## src/rtl/stdp_pkg.sv

```systemverilog
// Purpose: shared helpers for the STDP trace array (clog2, weight clamp, trace decay).
// Latency: n/a (pure functions).
// Backpressure: n/a.
package stdp_pkg;

   // Ceiling log2, used to size the synapse select ports.
   function automatic int clog2(input int n);
      int r;
      r = 0;
      while ((1 << r) < n) r++;
      return r;
   endfunction

   // Saturate a signed update result into the unsigned weight range [0, 2**width-1].
   function automatic int clamp_weight(input int v, input int width);
      int w_max;
      w_max = (1 << width) - 1;
      if (v < 0) return 0;
      if (v > w_max) return w_max;
      return v;
   endfunction

   // One decay tick: subtract t>>shift. Once that term reaches zero, fall back to a
   // unit step so the trace still reaches 0 instead of stalling at a small residue.
   function automatic int trace_decay(input int t, input int shift);
      int d;
      d = t >> shift;
      if (d != 0) return t - d;
      if (t != 0) return t - 1;
      return 0;
   endfunction

endpackage

```

## src/rtl/stdp_trace.sv

```systemverilog
// Purpose: one eligibility trace register; a spike sets it to full scale, a tick decays it.
// Latency: 1 cycle from spike/tick to the new trace value.
// Backpressure: none; spike and tick are accepted every cycle, spike wins over tick.
//  Ports: clk, rst_n, spike (set to max), tick (decay strobe), trace (current value).
module stdp_trace
   import stdp_pkg::*;
#(
   parameter int T_WIDTH     = 8,
   parameter int DECAY_SHIFT = 2
)(
   input  logic               clk,
   input  logic               rst_n,
   input  logic               spike,
   input  logic               tick,
   output logic [T_WIDTH-1:0] trace
);

   always_ff @(posedge clk or negedge rst_n) begin
      if (!rst_n) begin
         trace <= '0;
      end else if (spike) begin
         trace <= '1;
      end else if (tick) begin
         trace <= T_WIDTH'(trace_decay(int'(trace), DECAY_SHIFT));
      end
   end

endmodule

```

## src/rtl/stdp_trace_array.sv

```systemverilog
// Purpose: trace-based STDP engine, N_PRE presynaptic inputs onto one postsynaptic neuron,
//          with per-synapse saturating weights and host weight load/readout.
// Latency: 1 cycle from spike to weight change / upd_valid; rd_weight is combinational.
// Backpressure: none; every input is sampled every cycle.
//  Ports: pre_spike/post_spike/tick drive traces; learn_en gates weight learning;
//         wr_en/wr_sel/wr_data host write; rd_sel -> rd_weight; weights = all weights flat;
//         upd_valid pulses when learning changed at least one weight.
module stdp_trace_array
   import stdp_pkg::*;
#(
   parameter int  N_PRE       = 4,
   parameter int  W_WIDTH     = 8,
   parameter int  T_WIDTH     = 8,
   parameter int  DECAY_SHIFT = 2,
   parameter int  LTP_SHIFT   = 3,
   parameter int  LTD_SHIFT   = 3,
   parameter int  W_INIT      = 128,
   localparam int SEL_W       = clog2(N_PRE)
)(
   input  logic                     clk,
   input  logic                     rst_n,
   input  logic [N_PRE-1:0]         pre_spike,
   input  logic                     post_spike,
   input  logic                     tick,
   input  logic                     learn_en,
   input  logic                     wr_en,
   input  logic [SEL_W-1:0]         wr_sel,
   input  logic [W_WIDTH-1:0]       wr_data,
   input  logic [SEL_W-1:0]         rd_sel,
   output logic [W_WIDTH-1:0]       rd_weight,
   output logic [N_PRE*W_WIDTH-1:0] weights,
   output logic                     upd_valid
);

   logic [T_WIDTH-1:0]        pre_trace [N_PRE];
   logic [T_WIDTH-1:0]        post_trace;
   logic [W_WIDTH-1:0]        w         [N_PRE];
   logic [W_WIDTH-1:0]        w_learn   [N_PRE];
   logic signed [W_WIDTH+1:0] w_sum     [N_PRE];
   logic [N_PRE-1:0]          wr_hit;
   logic [N_PRE-1:0]          changed;

   // Traces: index N_PRE is the postsynaptic trace, the rest are presynaptic.
   for (genvar g = 0; g <= N_PRE; g++) begin : g_trace
      if (g < N_PRE) begin : g_pre
         stdp_trace #(.T_WIDTH(T_WIDTH), .DECAY_SHIFT(DECAY_SHIFT)) u_trace (
            .clk   (clk),
            .rst_n (rst_n),
            .spike (pre_spike[g]),
            .tick  (tick),
            .trace (pre_trace[g])
         );
      end else begin : g_post
         stdp_trace #(.T_WIDTH(T_WIDTH), .DECAY_SHIFT(DECAY_SHIFT)) u_trace (
            .clk   (clk),
            .rst_n (rst_n),
            .spike (post_spike),
            .tick  (tick),
            .trace (post_trace)
         );
      end
   end

   // Learning uses the trace values registered before this edge, so a spike never
   // pairs with the other side's trace that it is setting in the same cycle.
   always_comb begin
      for (int i = 0; i < N_PRE; i++) begin
         w_sum[i] = $signed({2'b00, w[i]})
                  + (post_spike   ? $signed((W_WIDTH+2)'(pre_trace[i] >> LTP_SHIFT)) : '0)
                  - (pre_spike[i] ? $signed((W_WIDTH+2)'(post_trace   >> LTD_SHIFT)) : '0);
         w_learn[i] = W_WIDTH'(clamp_weight(int'(w_sum[i]), W_WIDTH));
         // Out-of-range wr_sel never matches any synapse, so such writes are dropped.
         wr_hit[i]  = wr_en && (wr_sel == SEL_W'(i));
         // A host write owns its synapse this cycle; a clamp that lands on the old
         // value is not a change.
         changed[i] = learn_en && !wr_hit[i] && (w_learn[i] != w[i]);
      end
   end

   always_ff @(posedge clk or negedge rst_n) begin
      if (!rst_n) begin
         for (int i = 0; i < N_PRE; i++) w[i] <= W_WIDTH'(W_INIT);
         upd_valid <= 1'b0;
      end else begin
         for (int i = 0; i < N_PRE; i++) begin
            if (wr_hit[i]) begin
               w[i] <= wr_data;
            end else if (learn_en) begin
               w[i] <= w_learn[i];
            end
         end
         upd_valid <= |changed;
      end
   end

   always_comb begin
      rd_weight = '0;
      for (int i = 0; i < N_PRE; i++) begin
         if (rd_sel == SEL_W'(i)) rd_weight = w[i];
      end
   end

   for (genvar g = 0; g < N_PRE; g++) begin : g_flat
      assign weights[g*W_WIDTH +: W_WIDTH] = w[g];
   end

endmodule

```

## config.mk

```make
export PLATFORM = sky130hd
export DESIGN_NAME = stdp_trace_array
export DESIGN_NICKNAME = d
export VERILOG_FILES = /design/src/rtl/stdp_pkg.sv /design/src/rtl/stdp_trace.sv /design/src/rtl/stdp_trace_array.sv
export SDC_FILE = /design/constraint.sdc
export NUM_CORES = 1
export LEC_CHECK = 0
export CORE_AREA = 2 2 119 121
export DETAILED_ROUTE_END_ITERATION = 8
export DIE_AREA = 0 0 121 123
export GPL_ROUTABILITY_DRIVEN = 0
export PLACE_DENSITY = 0.82
export SYNTH_ARGS = -nofsm -noshare
export SYNTH_HDL_FRONTEND = slang
export SYNTH_SLANG_ARGS = --single-unit
export TNS_END_PERCENT = 1
```

## constraint.sdc

```tcl
create_clock -name clk -period 3.9 [get_ports clk]
set_input_delay 0.78 -clock clk [delete_from_list [all_inputs] [get_ports clk]]
set_output_delay 0.78 -clock clk [all_outputs]
set_load 0.03 [all_outputs]
```

==> run summary, run 1 <==
IO buf count = 62
R2R Setup Slk = 0.07 ns
most frequent cells in the layout = 178 x buf_4, 105 x inv_1, 95 x nor2_1, 82 x nand2_1, 71 x ha_1
antenna-violating nets left = 0
drc violations = 0
first-pass GRT wire length = 42,100 um
WP data required = 4.10 ns
TritonCTS clock tree = done
Yosys reg bits = 73
Detailed Routing Iterations Pass 1 = 6
Core Area = 13,600 um2
R2R depth = 15
EDFF count, synth = 0
# nets final = 1,378
clock sink count = 73
Final Hold Vio Count = 0
Worst-path clk slew = 0.06 ns
Synth Area in Simple Gates = 19.4%
CP Max Fanout = 5
Cell Chain, Critical Path = dlygate4sd2_1 -> clkinv_2 -> nor2_1 -> fa_1 -> inv_1 -> ha_1 -> nand3_2 -> o211a_4 -> o311ai_4 -> buf_6 -> and2_1 -> a22oi_1 -> o21ai_1 -> a21oi_1 -> o31ai_1 -> buf_4 -> a41oi_2
Total GRT Usage = 35.8%
Vias/cell = 6.37
largest area contributor in the netlist = dfrtp_1
DRT Wirelength = 27,300 um
Synth Area in Compound Gates = 24.9%
FF-to-FF Start = g_trace[4].g_post.u_trace.trace[5]
crit path buf inv count = 5
dpl cells = 1,395
Max stage delay on crit path = 0.50 ns
unrepaired setup endpoints after global routing = true
vias in the first global route = 8,689
Worst-Margin Slew = 1.01 ns
min-delay worst type = register to register
Worst-Skew Late Latency = 0.36 ns
startpoint class of the critical path = primary input
top_reg_cell synth = dfrtp_1
Cell Rows = 43
clk_skew = 0.00770 ns
Top Ports = 63
TritonCTS Buffers = 9
period utilization = 99.9%
Starting Density = 60.2%
post-synthesis sequential area ratio = 22.4%
outcome = finished, final reports clean
Syn Nets = 1,153
CP max stage cell = fa_1
Synth area leaders = dfrtp_1 21%, ha_1 12%, fa_1 6.1%, inv_1 4.9%, nor2_1 4.7%
CP Class = primary input to register
Yosys Warn Count = 0
Crit path depth = 17
H-tree levels = 3
Routed WL per cell = 19.0 um
post-synthesis xor/xnor area fraction = 5.33%
pin count of the biggest net entering global routing = 74
Crit path arrival time = 4.10 ns
Remaining Overflow, GRT = 0
share of layout cells above drive strength 1 = 23.3%
Synth top area share = 21.1%
MaxCap Viol Count = 0
fillcell total = 801
crit path capture = upd_valid
Iter 0 DRT Violations = 901
most common cell after layout, fill and taps aside = buf_4
Clock Tree Root = clkbuf_16
fmax = 257 MHz
vias = 9,143
Finished Layout Cells = 1,436
multiplexer share of the synthesized area = 3.09%
Mapped Area = 8190 um2
Worst setup EP type = register
Clock Tree Buf Depth = 2
Layout area overhead = 34.7%
Synth async-reset ratio = 100%
syn avg cell area = 7.98 um2
final max-slew violation count = 0
DIE HEIGHT = 123 um
die width = 121 um
Synth Area in Adders = 18.2%
main combinational cell family by area after synthesis = compound AO/OA/AOI/OAI gates
Ant. Diodes = 0
full die area = 14,900 um2
Mapped Cells = 1,027
Rel. slew slack = 32.7%
cell family with most CP delay = compound AO/OA/AOI/OAI gates
fin crit period = 3.90 ns
hold_buf cts = 0
Critical Path Start = pre_spike[1]
DP Wirelength = 18,800 um
worst reg2reg path endpoint = upd_valid
Netlist cell types = 75
initial antenna violation count = 0
Final setup viols = 0
[what timing repair did]
item,CTS,global route
gates resized for setup,63,40
cloned,1,1
pin swaps,25,23
buffers inserted,14,10
endpoints found under the hold margin,0,0
endpoints found under the setup margin,33,1
[stage by stage]
stage / instance area, um2 / hold slack [ns] / util [%] / setup WS, ns / TNS (ns)
6_report: 11000 / 0.543 / 81.0 / 0.00367 / 0
5_1_grt: 11000 / 0.572 / 81.0 / -0.190 / -0.190
4_1_cts: 10800 / 0.546 / 79.1 / 0.000794 / 0
3_5_place_dp: 10100 / 0.525 / 74.5 / -1.22 / -19.32
3_3_place_gp: 10100 / 0.515 / 74.5 / -1.12 / -16.71
2_1_floorplan: 8250 / 0.484 / - / -0.111 / -0.111
[state kept, by name (all words and copies together), names as in the netlist]
signal,cells
g_trace.g_post.u_trace.trace,8
upd_valid,1
weights,32
g_trace.g_pre.u_trace.trace,32
[logic make-up after synthesis]
kind of cell    count (synthesis)
xor+xnor                       49
mux                            15
buf+inv                       145
compound gates                308
flops                          73
simple gates                  333
fa+ha+maj                     104
[worst min-delay path by stage]
stage	startpoint	endpoint	cells after the start
4_1_cts	g_trace[0].g_pre.u_trace.trace[0]	g_trace[0].g_pre.u_trace.trace[0]	2
6_report	g_trace[2].g_pre.u_trace.trace[0]	g_trace[2].g_pre.u_trace.trace[0]	2
2_1_floorplan	rst_n	g_trace[0].g_pre.u_trace.trace[0]	0
5_1_grt	g_trace[2].g_pre.u_trace.trace[7]	g_trace[2].g_pre.u_trace.trace[7]	1
3_5_place_dp	g_trace[0].g_pre.u_trace.trace[0]	g_trace[0].g_pre.u_trace.trace[0]	2
3_3_place_gp	g_trace[2].g_pre.u_trace.trace[0]	g_trace[2].g_pre.u_trace.trace[0]	2
[layout make-up]
cell class / count / area, um2 / area share [%]
clock inverter: 5 / 56.3 / 0.510
multi-input combinational: 810 / 6200 / 56.2
tap: 180 / 225 / 2.04
timing repair buffer: 245 / 2030 / 18.4
sequential: 73 / 1830 / 16.6
inverter: 113 / 449 / 4.07
clock buffer: 10 / 239 / 2.17
[cell usage after synthesis (4+ instances only)]
cell / instances
o31a_1: 5
o211ai_1: 24
nor4_1: 6
nand2b_1: 13
nor3_1: 33
a22oi_1: 6
nand3_1: 23
mux4_2: 8
o21ai_0: 53
or4_1: 8
clkbuf_1: 26
nor2b_1: 17
o22ai_1: 7
inv_1: 106
a21oi_1: 77
nand4_1: 6
xor2_1: 21
or3_1: 12
o21a_1: 13
xnor2_1: 27
mux2i_1: 5
dfstp_2: 4
ha_1: 79
o221ai_1: 11
and3_1: 10
dfrtp_1: 69
o21bai_1: 7
a21o_1: 21
nand2_1: 82
nor2_1: 103
nor3b_1: 4
a31oi_1: 20
fa_1: 25
a211oi_1: 18
a311o_1: 6
clkinv_1: 6
o21ai_1: 7
[tightest hold or removal path: stages (launching register included)]
cell and delay, ns:
dfrtp_1 0.35, o21ai_0 0.09, nand2_1 0.07
[routing by layer]
metal  track usage, %  up-vias  share of wire [%]
met5                0        -                  0
met4             16.3        0                6.3
met3             7.06      160                8.2
met2             61.7      510                 48
met1             43.3     4316                 38
li1                 -     4157                  -
Power of run 1 is not shown: default switching activity piles up to over one toggle a cycle in this logic, so the estimate is an artifact.
==> run 2: changes to the inputs <==
Settings changed: CELL_PAD_IN_SITES_DETAIL_PLACEMENT set to 0, CELL_PAD_IN_SITES_GLOBAL_PLACEMENT set to 1, CORE_AREA 2 2 119 121 to 2 2 138 140, DIE_AREA 0 0 121 123 to 0 0 140 142, PLACE_DENSITY 0.82 to unset, PLACE_DENSITY_LB_ADDON set to 0.1.
==> run 2 against run 1 <==
The run now ends with DRC left. Register-to-register slack improved by 0.03 ns. Routed wire length fell by 3.4%. Clock skew rose by 0.0012 ns. First-iteration DRC count fell by 46%. Final cell count rose by 5.2%. Utilization fell by 20 points. Worst setup slack improved by 0.034 ns. Via count fell by 6.6%. Highest routed layer unchanged.
==> run summary, run 2 (synthesis results as in run 1) <==
Starting Density = 44.4% (-16 points)
most frequent cells in the layout = 195 x buf_4, 102 x inv_1, 89 x nor2_1, 81 x nand2_1, 70 x a21oi_1
Final Hold Vio Count = 0 (unchanged)
full die area = 19,900 um2 (+34%)
share of layout cells above drive strength 1 = 25.7% (+2.4 points)
Worst-Skew Late Latency = 0.35 ns (about the same)
Hold Crit Depth = 2 (unchanged)
antenna-violating nets left = 0 (unchanged)
Final setup viols = 0 (unchanged)
Core Area = 18,500 um2 (+36%)
unrepaired setup endpoints after global routing = true
fmax = 259 MHz (+0.89%)
Routed WL per cell = 17.4 um (-8.1%)
clock sink count = 73 (unchanged)
Layout area overhead = 38.6%
MaxCap Viol Count = 0 (unchanged)
Iter 0 DRT Violations = 487 (-46%)
Vias/cell = 5.66 (-11%)
R2R Setup Slk = 0.10 ns (+0.03 ns)
FF-to-FF Start = g_trace[4].g_post.u_trace.trace[6]
die width = 140 um (+16%)
worst hold endpoint = g_trace[0].g_pre.u_trace.trace[0]
# nets final = 1,397 (+1.4%)
vias = 8,544 (-6.6%)
drc violations = 1 (+1)
fin crit period = 3.86 ns (-0.0342 ns)
startpoint class of the critical path = primary input
H-tree levels = 3 (unchanged)
TritonCTS Buffers = 9 (unchanged)
Clock Tree Root = clkbuf_16
Worst Hold Launch = g_trace[0].g_pre.u_trace.trace[0]
DP Wirelength = 20,000 um (+6.8%)
Clock Tree Buf Depth = 2 (unchanged)
Detailed Routing Iterations Pass 1 = 9 (+3)
initial antenna violation count = 0 (unchanged)
final max-slew violation count = 0 (unchanged)
WP data required = 4.10 ns (about the same)
pin count of the biggest net entering global routing = 74 (unchanged)
CP Max Fanout = 8 (+3)
hold_buf cts = 0 (unchanged)
DRT Wirelength = 26,300 um (-3.4%)
worst reg2reg path endpoint = upd_valid
Ant. Diodes = 0 (unchanged)
Crit path arrival time = 4.06 ns (-0.04 ns)
IO buf count = 62 (unchanged)
Worst-path clk slew = 0.07 ns (about the same)
most common cell after layout, fill and taps aside = buf_4
DIE HEIGHT = 142 um (+15%)
first-pass GRT wire length = 42,400 um (+0.70%)
Remaining Overflow, GRT = 0 (unchanged)
period utilization = 99.0% (-0.88 points)
Worst setup EP type = register
Cell Rows = 50 (+16%)
R2R depth = 15 (unchanged)
vias in the first global route = 8,334 (-4.1%)
min-delay worst type = register to register
CP Class = primary input to register
Placement Cell Area = 10,300 um2 (+1.8%)
clk_skew = 0.00892 ns (+0.00122 ns)
TritonCTS clock tree = done
Top Ports = 63 (unchanged)
Worst-Margin Slew = 1.04 ns (+0.0267 ns)
failing checks = DRC
Total GRT Usage = 26.7% (-9.1 points)
Rel. slew slack = 30.9% (-1.8 points)
cell area after layout = 11,400 um2 (+2.9%)
outcome = complete, but fails checks
-- run 2: worst max path at each step --
stage,start,endpoint,slack (ns)
2_1_floorplan,post_spike,upd_valid,-0.11
3_3_place_gp,post_spike,upd_valid,-1.15
3_5_place_dp,post_spike,upd_valid,-1.17
4_1_cts,post_spike,upd_valid,0.007
5_1_grt,post_spike,upd_valid,-0.12
6_report,post_spike,upd_valid,0.04
-- run 2: per-stage QoR --
step	util, %	hold slack (ns)	cells	setup TNS [ns]	setup WS, ns
after floorplan	-	0.484	1027	-0.111	-0.111
after global placement	56.0	0.520	1466	-14.49	-1.15
after detailed placement	56.0	0.518	1466	-15.82	-1.17
after CTS	59.7	0.539	1501	0	0.00710
after global routing	61.5	0.569	1510	-0.124	-0.124
final	61.5	0.535	1510	0	0.0379
-- run 2: repair_timing --
item / 4_1_cts / 5_1_grt
gates cloned: 0 / 0
pin swaps: 26 / 35
resized for setup: 67 / 62
setup endpoints to repair: 25 / 1
buffers inserted: 19 / 10
-- run 2: routing by layer --
layer  part of all wire, %  wire, um  track usage (%)  vias up
li1                      -         -                -     4187
met1                    45     11800             34.9     4148
met2                    50     13300             48.2      186
met3                   3.6       942             3.06       23
met4                   1.2       311             5.26        0
met5                     0         0                0        -
-- run 2: area by class of cell --
type,instances,area [um2]
fillers,1656,7100
multi-input cells,809,6270
repair buffers,265,2180
flip-flops and latches,73,1830
inverters,113,445
well taps,234,293
clock buffers,9,225
clock inverters,7,103
-- run 2: critical path, cell delays in order --
cell      delay, ns
buf_12         0.10
clkinv_8       0.05
buf_4          0.14
nor2_4         0.10
fa_2           0.48
fa_2           0.43
a21oi_4        0.15
o21ai_2        0.10
a2111o_1       0.38
o311a_4        0.17
or3_1          0.38
a31oi_1        0.17
o22ai_1        0.11
o31ai_2        0.25
buf_4          0.17
a41oi_1        0.10
Power of run 2 is left out for the same reason.
